`config.mk`:
```
export PLATFORM = sky130hd
export DESIGN_NAME = nvram_arbiter
export DESIGN_NICKNAME = d
export VERILOG_FILES = /design/src/rtl/nvram_arbiter.sv
export SDC_FILE = /design/constraint.sdc
export NUM_CORES = 1
export LEC_CHECK = 0
export ABC_AREA = 1
export CAP_MARGIN = 20
export CORE_MARGIN = 1.5
export CORE_UTILIZATION = 43
export CTS_CLUSTER_SIZE = 12
export DETAILED_ROUTE_END_ITERATION = 8
export PLACE_DENSITY = 0.8
export SLEW_MARGIN = 15
export SYNTH_ARGS = -nofsm -noshare
export SYNTH_HDL_FRONTEND = slang
export SYNTH_SLANG_ARGS = --single-unit
```
`constraint.sdc`:
```
create_clock -name clk_sys -period 1.9 [get_ports clk_sys]
set_clock_uncertainty 0.15 [all_clocks]
set_input_delay 0.38 -clock clk_sys [delete_from_list [all_inputs] [get_ports clk_sys]]
set_output_delay 0.38 -clock clk_sys [all_outputs]
set_load 0.03 [all_outputs]
```
`src/rtl/nvram_arbiter.sv`:
```
// nvram_arbiter: shares the single-port CMOS RAM between the game CPU and the
// HPS ioctl channel. The CPU always wins a cycle. HPS loads and saves are
// serviced in the gaps and throttled with ioctl_wait. A dirty flag tells the
// frontend that the CPU has changed the RAM since the last save.
module nvram_arbiter #(
   parameter int AW = 8,
   parameter int DW = 4
) (
   input  logic          clk_sys,
   input  logic          reset_n,
   input  logic          cpu_req,
   input  logic          cpu_we,
   input  logic [AW-1:0] cpu_addr,
   input  logic [DW-1:0] cpu_din,
   output logic [DW-1:0] cpu_dout,
   output logic          cpu_rdy,
   input  logic          nvram_sel,
   input  logic          ioctl_download,
   input  logic          ioctl_upload,
   input  logic          ioctl_wr,
   input  logic          ioctl_rd,
   input  logic [24:0]   ioctl_addr,
   input  logic [7:0]    ioctl_dout,
   output logic [7:0]    ioctl_din,
   output logic          ioctl_wait,
   output logic [AW-1:0] ram_addr,
   output logic          ram_we,
   output logic [DW-1:0] ram_din,
   input  logic [DW-1:0] ram_dout,
   output logic          nvram_dirty
);

   typedef enum logic {IDLE, RD_WAIT} state_t;

   state_t          state_reg;
   logic            rd_owner_cpu_reg;
   logic            cpu_pend_reg;
   logic            cpu_pend_we_reg;
   logic [AW-1:0]   cpu_pend_addr_reg;
   logic [DW-1:0]   cpu_pend_din_reg;
   logic            hps_pend_reg;
   logic            hps_we_reg;
   logic            hps_oor_reg;
   logic [AW-1:0]   hps_addr_reg;
   logic [DW-1:0]   hps_data_reg;
   logic            upload_q_reg;
   logic            cpu_rdy_reg;
   logic            dirty_reg;
   logic [DW-1:0]   cpu_dout_reg;
   logic [7:0]      ioctl_din_reg;

   logic            hps_strobe;
   logic            grant_cpu;
   logic            grant_hps;
   logic            cpu_g_we;
   logic [AW-1:0]   cpu_g_addr;
   logic [DW-1:0]   cpu_g_din;
   logic            cpu_wr_block;
   logic            cpu_wr_done;
   logic            upload_fall;
   logic [7:0]      rd_pack;

   assign hps_strobe  = nvram_sel & ((ioctl_wr & ioctl_download) | (ioctl_rd & ioctl_upload));
   assign upload_fall = upload_q_reg & ~ioctl_upload & nvram_sel;
   assign cpu_wr_block = ioctl_download & nvram_sel;

   // Grant decision and the RAM port it drives; a pending CPU access replays its latched fields
   always_comb begin
      cpu_g_we    = cpu_pend_reg ? cpu_pend_we_reg   : cpu_we;
      cpu_g_addr  = cpu_pend_reg ? cpu_pend_addr_reg : cpu_addr;
      cpu_g_din   = cpu_pend_reg ? cpu_pend_din_reg  : cpu_din;
      grant_cpu   = (state_reg == IDLE) & (cpu_req | cpu_pend_reg);
      grant_hps   = (state_reg == IDLE) & ~grant_cpu & hps_pend_reg;
      cpu_wr_done = grant_cpu & cpu_g_we & ~cpu_wr_block;
      if (grant_cpu) begin
         ram_addr = cpu_g_addr;
         ram_din  = cpu_g_din;
         ram_we   = cpu_wr_done;
      end else begin
         ram_addr = hps_addr_reg;
         ram_din  = hps_data_reg;
         ram_we   = grant_hps & hps_we_reg & ~hps_oor_reg;
      end
      // HPS reads see the narrow RAM word padded with ones in the upper bits
      rd_pack            = 8'hFF;
      rd_pack[DW-1:0]    = ram_dout;
   end

   // Pending requests, arbitration FSM, read capture and dirty tracking
   always_ff @(posedge clk_sys or negedge reset_n) begin
      if (!reset_n) begin
         state_reg         <= IDLE;
         rd_owner_cpu_reg  <= 1'b0;
         cpu_pend_reg      <= 1'b0;
         cpu_pend_we_reg   <= 1'b0;
         cpu_pend_addr_reg <= '0;
         cpu_pend_din_reg  <= '0;
         hps_pend_reg      <= 1'b0;
         hps_we_reg        <= 1'b0;
         hps_oor_reg       <= 1'b0;
         hps_addr_reg      <= '0;
         hps_data_reg      <= '0;
         upload_q_reg      <= 1'b0;
         cpu_rdy_reg       <= 1'b0;
         dirty_reg         <= 1'b0;
         cpu_dout_reg      <= '0;
         ioctl_din_reg     <= 8'h00;
      end else begin
         cpu_rdy_reg  <= 1'b0;
         upload_q_reg <= ioctl_upload;

         if (grant_cpu) begin
            cpu_pend_reg <= 1'b0;
         end else if (cpu_req) begin
            cpu_pend_reg      <= 1'b1;
            cpu_pend_we_reg   <= cpu_we;
            cpu_pend_addr_reg <= cpu_addr;
            cpu_pend_din_reg  <= cpu_din;
         end

         // An HPS write retires at its grant, a read only once its data is captured
         if (hps_strobe && !hps_pend_reg) begin
            hps_pend_reg <= 1'b1;
            hps_we_reg   <= ioctl_wr & ioctl_download;
            hps_oor_reg  <= (ioctl_addr[24:AW] != '0);
            hps_addr_reg <= ioctl_addr[AW-1:0];
            hps_data_reg <= ioctl_dout[DW-1:0];
         end else if ((grant_hps && hps_we_reg) ||
                      (state_reg == RD_WAIT && !rd_owner_cpu_reg)) begin
            hps_pend_reg <= 1'b0;
         end

         // A CPU write in the same cycle as the save completing keeps the flag set
         if (cpu_wr_done) begin
            dirty_reg <= 1'b1;
         end else if (upload_fall) begin
            dirty_reg <= 1'b0;
         end

         case (state_reg)
            IDLE: begin
               if (grant_cpu) begin
                  if (cpu_g_we) begin
                     cpu_rdy_reg <= 1'b1;
                  end else begin
                     state_reg        <= RD_WAIT;
                     rd_owner_cpu_reg <= 1'b1;
                  end
               end else if (grant_hps && !hps_we_reg) begin
                  state_reg        <= RD_WAIT;
                  rd_owner_cpu_reg <= 1'b0;
               end
            end
            RD_WAIT: begin
               state_reg <= IDLE;
               if (rd_owner_cpu_reg) begin
                  cpu_dout_reg <= ram_dout;
                  cpu_rdy_reg  <= 1'b1;
               end else begin
                  ioctl_din_reg <= hps_oor_reg ? 8'hFF : rd_pack;
               end
            end
         endcase
      end
   end

   assign cpu_dout    = cpu_dout_reg;
   assign cpu_rdy     = cpu_rdy_reg;
   assign ioctl_din   = ioctl_din_reg;
   assign ioctl_wait  = hps_pend_reg;
   assign nvram_dirty = dirty_reg;

endmodule

```
==> impl_metrics.env, run 1 <==
export IMPL_hp_class="reg2reg"
export IMPL_drt_wl_total_mm=6.21
export IMPL_drive_above_1_share=0.260
export IMPL_tightest_slew_ps=511
export IMPL_slew_headroom=0.660
export IMPL_grt_pass1_vias=1944
export IMPL_syn2layout_area_growth_pct=61.6
export IMPL_powerDensity_nw_per_um2=1540
export IMPL_synth_edff_count=0
export IMPL_ys_ff_latch=43
export IMPL_synthesis_area_um2=2140
export IMPL_start_util=0.451
export IMPL_post_route_util=0.729
export IMPL_p_seq_frac=0.310
export IMPL_cp_arrival_ps=1590
export IMPL_clk_latency_ps=280
export IMPL_gr_total_overflow=0
export IMPL_cellLeakagePower_uw=0.00158
export IMPL_combPwrFrac=0.593
export IMPL_vdd_ir_drop_max_uv=772
export IMPL_cts_root_buf="clkbuf_8"
export IMPL_synth_ff_type="dfrtp_1"
export IMPL_cts_buffer_depth=2
export IMPL_port_buffers=81
export IMPL_finalCritPeriodShare=1.12
export IMPL_path_class="reg2out"
export IMPL_yosysUniqueCellTypes=26
export IMPL_cts_sinks=43
export IMPL_worst_path_max_fanout=8
export IMPL_grt_pass1_wl_mm=8.74
export IMPL_vias=2039
export IMPL_hpwl_mm=3.81
export IMPL_core_um2=4750
export IMPL_final_nets=409
export IMPL_pwr_share_clk=0.098
export IMPL_gp_congestion=0.813
export IMPL_antenna_cells=0
export IMPL_cp_data_required_time_ps=1370
export IMPL_die_y_um=73.6
export IMPL_ctsHtreeMaxLevel=2
export IMPL_yosys_warnings=0
export IMPL_status="finished, violations left"
export IMPL_start_kind="flip-flop"
export IMPL_path_cells="nor2_4 -> nor2_4 -> buf_12 -> a31oi_1 -> buf_4"
export IMPL_ys_seq_area_frac=0.502
export IMPL_final_max_slew_violation_count=0
export IMPL_n_fill_cell=354
export IMPL_switchingPower_uw=2350
export IMPL_final_common_cell="nand2_1"
export IMPL_swShare=0.442
export IMPL_setup_viol=13
export IMPL_cts_tree="done"
export IMPL_cpMaxStageDelayCell="dfrtp_2"
export IMPL_placementRows=25
export IMPL_max_freq_ghz=0.472
export IMPL_rsz0062_at_grt="yes"
export IMPL_synth_async_reset_ratio=1.00
export IMPL_p_int_uw=2970
export IMPL_cp_top_family="flip-flops"
export IMPL_ioPinCount=86
export IMPL_maxCapViolCount=0
export IMPL_ant_nets=0
export IMPL_timing_critical_path_mode_cell="nor2_4"
export IMPL_cpPeakStageDelay_ps=440
export IMPL_path_buf_inv=2
export IMPL_finalHoldViolations=0
export IMPL_dr_first_iter_drc_count=138
export IMPL_synth_nets=307
export IMPL_endpoint_kind="output pin"
export IMPL_track_usage=0.212
export IMPL_clk_pin_slew_ps=70
export IMPL_synth_cells=249
export IMPL_synth_top_area_share=0.502
export IMPL_layout_min_cycle_time_ps=2120
export IMPL_layout_common_cells="nand2_1 (97), clkdlybuf4s50_1 (61), dfrtp_1 (41)"
export IMPL_avgSynthCellArea_um2=8.61
export IMPL_route_detailed_drc=0
export IMPL_via_per_inst=4.89
export IMPL_final_setup_worst_slack_ps=-221
export IMPL_antenna_found_initial=0
export IMPL_yosys_top_cells_area="dfrtp_1 (50%), nand2_1 (17%), o21ai_2 (5.3%)"
export IMPL_tns_ps=-2150
export IMPL_dieArea_um2=5420
export IMPL_dr_pass1_iters=5
export IMPL_violations="negative setup slack"
export IMPL_wire_per_inst_um=14.9
export IMPL_grt_start_max_net_pins=27
export IMPL_cts_buffers=5
export IMPL_die_x_um=73.6
export IMPL_yosysTopAreaCell="dfrtp_1"
export IMPL_power_uw=5320
==> power groups by stage <==
stage / Combinational [uW] / Sequential (uW) / Clock [uW]
after floorplan: 1360 / 1790 / 0
after global placement: 2420 / 1580 / 0
after detailed placement: 2470 / 1600 / 0
after CTS: 2720 / 1610 / 522
after global routing: 3340 / 1690 / 568
final: 3150 / 1650 / 519
==> synth_stat cells (4+ instances only) <==
cell type   n
inv_1      17
dfrtp_1    43
buf_6       5
nor2_1     25
nand2_1    97
buf_4       4
o21ai_2    13
o21ai_0     8
a31oi_1    12
mux2_4      4
==> logic make-up (layout without fill, tap and decap cells) <==
kind of cell           count (synthesis)  count (layout)  synth area share
AND/OR/NAND/NOR                      134             136             0.263
flip-flops                            43              43             0.502
buffers and inverters                 31             130            0.0799
AO/OA/AOI/OAI                         37              37             0.128
multiplexers                           4               4            0.0280
==> routing by layer <==
layer  GRT usage  wire length [um]  vias to the layer above
li1            -                 -                      990
met1       0.271              2500                      968
met2       0.359              3270                       66
met3      0.0370               325                       15
met4      0.0782               112                        0
met5           0                 0                        -
==> final timing paths <==
check                                                 start                           to  slack (ps)  cells after the start
worst max-delay path               cpu_pend_reg$_DFFE_PN0P_                  ram_addr[1]        -220                      5
worst min-delay path            hps_data_reg[1]$_DFFE_PN0P_  hps_data_reg[1]$_DFFE_PN0P_         330                      2
worst max register to register     cpu_pend_reg$_DFFE_PN0P_          state_reg$_DFF_PN0_         230                      7
worst min register to register  hps_data_reg[1]$_DFFE_PN0P_  hps_data_reg[1]$_DFFE_PN0P_         330                      2
max in group asynchronous                           reset_n       upload_q_reg$_DFF_PN0_         660                      3
min in group asynchronous                           reset_n  hps_addr_reg[5]$_DFFE_PN0P_         440                      2
==> repair_timing <==
item                                    CTS  global route
setup buffers                             6             3
gates resized for setup                  24            32
endpoints found under the hold margin    21             0
cloned                                    2             0
hold buffers                              1             0
pin swaps                                 4             8
endpoints found under the setup margin   18            16
==> layout make-up <==
type / instances / area, um^2 / area share
flip-flops and latches: 43 / 1080 / 0.311
clock buffers: 6 / 72.6 / 0.0209
repair buffers: 105 / 1070 / 0.308
inverters: 19 / 71.3 / 0.0206
well taps: 67 / 83.8 / 0.0242
multi-input cells: 177 / 1090 / 0.315
==> worst min-delay path: stages (launching register included) <==
cell	delay, ps
dfrtp_1	350
nand2_1	50
nand2_1	50
==> through the flow <==
stage / setup WS (ps) / instance area [um^2] / hold WS, ps / cells
after floorplan: -46.1 / 2140 / -65.6 / 249
after global placement: -327 / 3030 / 225 / 399
after detailed placement: -341 / 3030 / 225 / 399
after CTS: -162 / 3260 / 332 / 414
after global routing: -266 / 3460 / 354 / 417
final: -221 / 3460 / 328 / 417
Power figures use the tool's default switching activity.
==> inputs of run 2 (changes only) <==
- CORE_MARGIN: 1.5 -> 3
==> impl_metrics.env, run 2 (same netlist as run 1, synthesis figures left out) <==
export IMPL_status="finished, violations left"
export IMPL_violations="negative setup slack"
export IMPL_placementRows=25
export IMPL_hp_class="reg2reg"
export IMPL_core_um2=4790
export IMPL_grt_busiest_layer="met2"
export IMPL_tns_ps=-1290
export IMPL_slew_headroom=0.678
export IMPL_vias=1950
export IMPL_cts_buffer_depth=2
export IMPL_start_util=0.448
export IMPL_drive_above_1_share=0.246
export IMPL_start_kind="flip-flop"
export IMPL_post_route_util=0.695
export IMPL_dpl_cell_area_um2=3080
export IMPL_clk_latency_ps=290
export IMPL_ant_nets=0
export IMPL_final_setup_worst_slack_ps=-123
export IMPL_maxCapViolCount=0
export IMPL_ctsHtreeMaxLevel=2
export IMPL_dieArea_um2=5870
export IMPL_worst_path_max_fanout=5
export IMPL_cts_tree="done"
export IMPL_dr_first_iter_drc_count=86
export IMPL_die_x_um=76.6
export IMPL_cts_root_buf="clkbuf_8"
export IMPL_drt_wl_total_mm=5.29
export IMPL_final_nets=406
export IMPL_layout_common_cells="nand2_1 (97), clkdlybuf4s50_1 (57), dfrtp_1 (41)"
export IMPL_powerDensity_nw_per_um2=1490
export IMPL_path_class="reg2out"
export IMPL_max_freq_ghz=0.494
export IMPL_rsz0062_at_grt="yes"
export IMPL_setup_viol=13
export IMPL_power_uw=4960
export IMPL_layout_min_cycle_time_ps=2020
export IMPL_grt_pass1_wl_mm=8.63
export IMPL_vdd_ir_drop_max_uv=872
export IMPL_port_buffers=81
export IMPL_gr_usage_met2=0.315
export IMPL_grt_use_met1=0.235
export IMPL_route_detailed_drc=0
export IMPL_cp_arrival_ps=1490
export IMPL_final_common_cell="nand2_1"
export IMPL_final_max_slew_violation_count=0
export IMPL_finalInstanceArea_um2=3320
export IMPL_whs_ps=326
export IMPL_gr_total_overflow=0
export IMPL_grt_start_max_net_pins=19
export IMPL_wire_per_inst_um=12.7
export IMPL_antenna_cells=0
export IMPL_via_per_inst=4.69
export IMPL_endpoint_kind="output pin"
export IMPL_r2r_slack_ps=370
export IMPL_grt_pass1_vias=1878
export IMPL_track_usage=0.184
export IMPL_ioPinCount=86
export IMPL_cp_data_required_time_ps=1370
export IMPL_hpwl_mm=4.00
export IMPL_antenna_found_initial=0
export IMPL_die_y_um=76.6
export IMPL_gp_congestion=0.806
export IMPL_tightest_slew_ps=483
export IMPL_syn2layout_area_growth_pct=55.0
export IMPL_cts_sinks=43
export IMPL_cts_buffers=5
export IMPL_cellLeakagePower_uw=0.00159
export IMPL_clk_pin_slew_ps=70
export IMPL_finalHoldViolations=0
export IMPL_met3_usage=0.0284
export IMPL_finalCritPeriodShare=1.06
export IMPL_dr_pass1_iters=4
==> run 2: area by class of cell <==
class,count,area [um^2]
well taps,67,83.8
repair buffers,104,1030
clock buffers,8,100
fillers,356,1460
inverters,19,71.3
multi-input cells,175,963
flip-flops and latches,43,1080
==> run 2: power by group <==
group | switching [uW] | total, uW | internal (uW)
Combinational | 1520 | 2740 | 1230
Sequential | 279 | 1590 | 1320
Clock | 286 | 618 | 331
==> run 2: critical path, stage by stage, from the launching register on <==
cell and delay [ps]:
dfrtp_2 460, nor2_4 200, buf_6 130, nand4_1 100, o21ai_1 150, buf_4 180
==> run 2: what timing repair did <==
item                                    4_1_cts  5_1_grt
pin swaps                                     2        2
hold endpoints to repair                     10        0
endpoints found under the setup margin       18       17
gates resized for setup                      13       22
hold buffers                                  1        0
setup buffers                                 3        2
==> run 2: path summary, 6_finish.rpt <==
kind,startpoint,to,cells after the start
setup / recovery,cpu_pend_reg$_DFFE_PN0P_,ram_we,5
hold / removal,hps_addr_reg[7]$_DFFE_PN0P_,hps_addr_reg[7]$_DFFE_PN0P_,2
setup reg to reg,cpu_pend_reg$_DFFE_PN0P_,cpu_pend_addr_reg[3]$_DFFE_PN0P_,7
hold reg to reg,hps_addr_reg[7]$_DFFE_PN0P_,hps_addr_reg[7]$_DFFE_PN0P_,2
max in group asynchronous,reset_n,cpu_pend_reg$_DFFE_PN0P_,3
min in group asynchronous,reset_n,hps_addr_reg[5]$_DFFE_PN0P_,2
==> run 2: routing by layer <==
| metal | vias up | part of all wire |
|---|---|---|
| li1 | 988 | - |
| met1 | 912 | 0.42 |
| met2 | 40 | 0.53 |
| met3 | 10 | 0.036 |
| met4 | 0 | 0.016 |
| met5 | - | 0 |
==> run 2: metrics by stage <==
step / setup slack [ps] / std cells
floorplan: -46.1 / 249
global placement: -299 / 402
detailed placement: -298 / 402
CTS: -122 / 414
global route: -191 / 416
finish: -123 / 416
==> inputs of run 3 (changes only) <==
- GPL_TIMING_DRIVEN: default -> 1
==> results of run 3 <==
Final layout, timing and power as in run 2 (identical DEF).
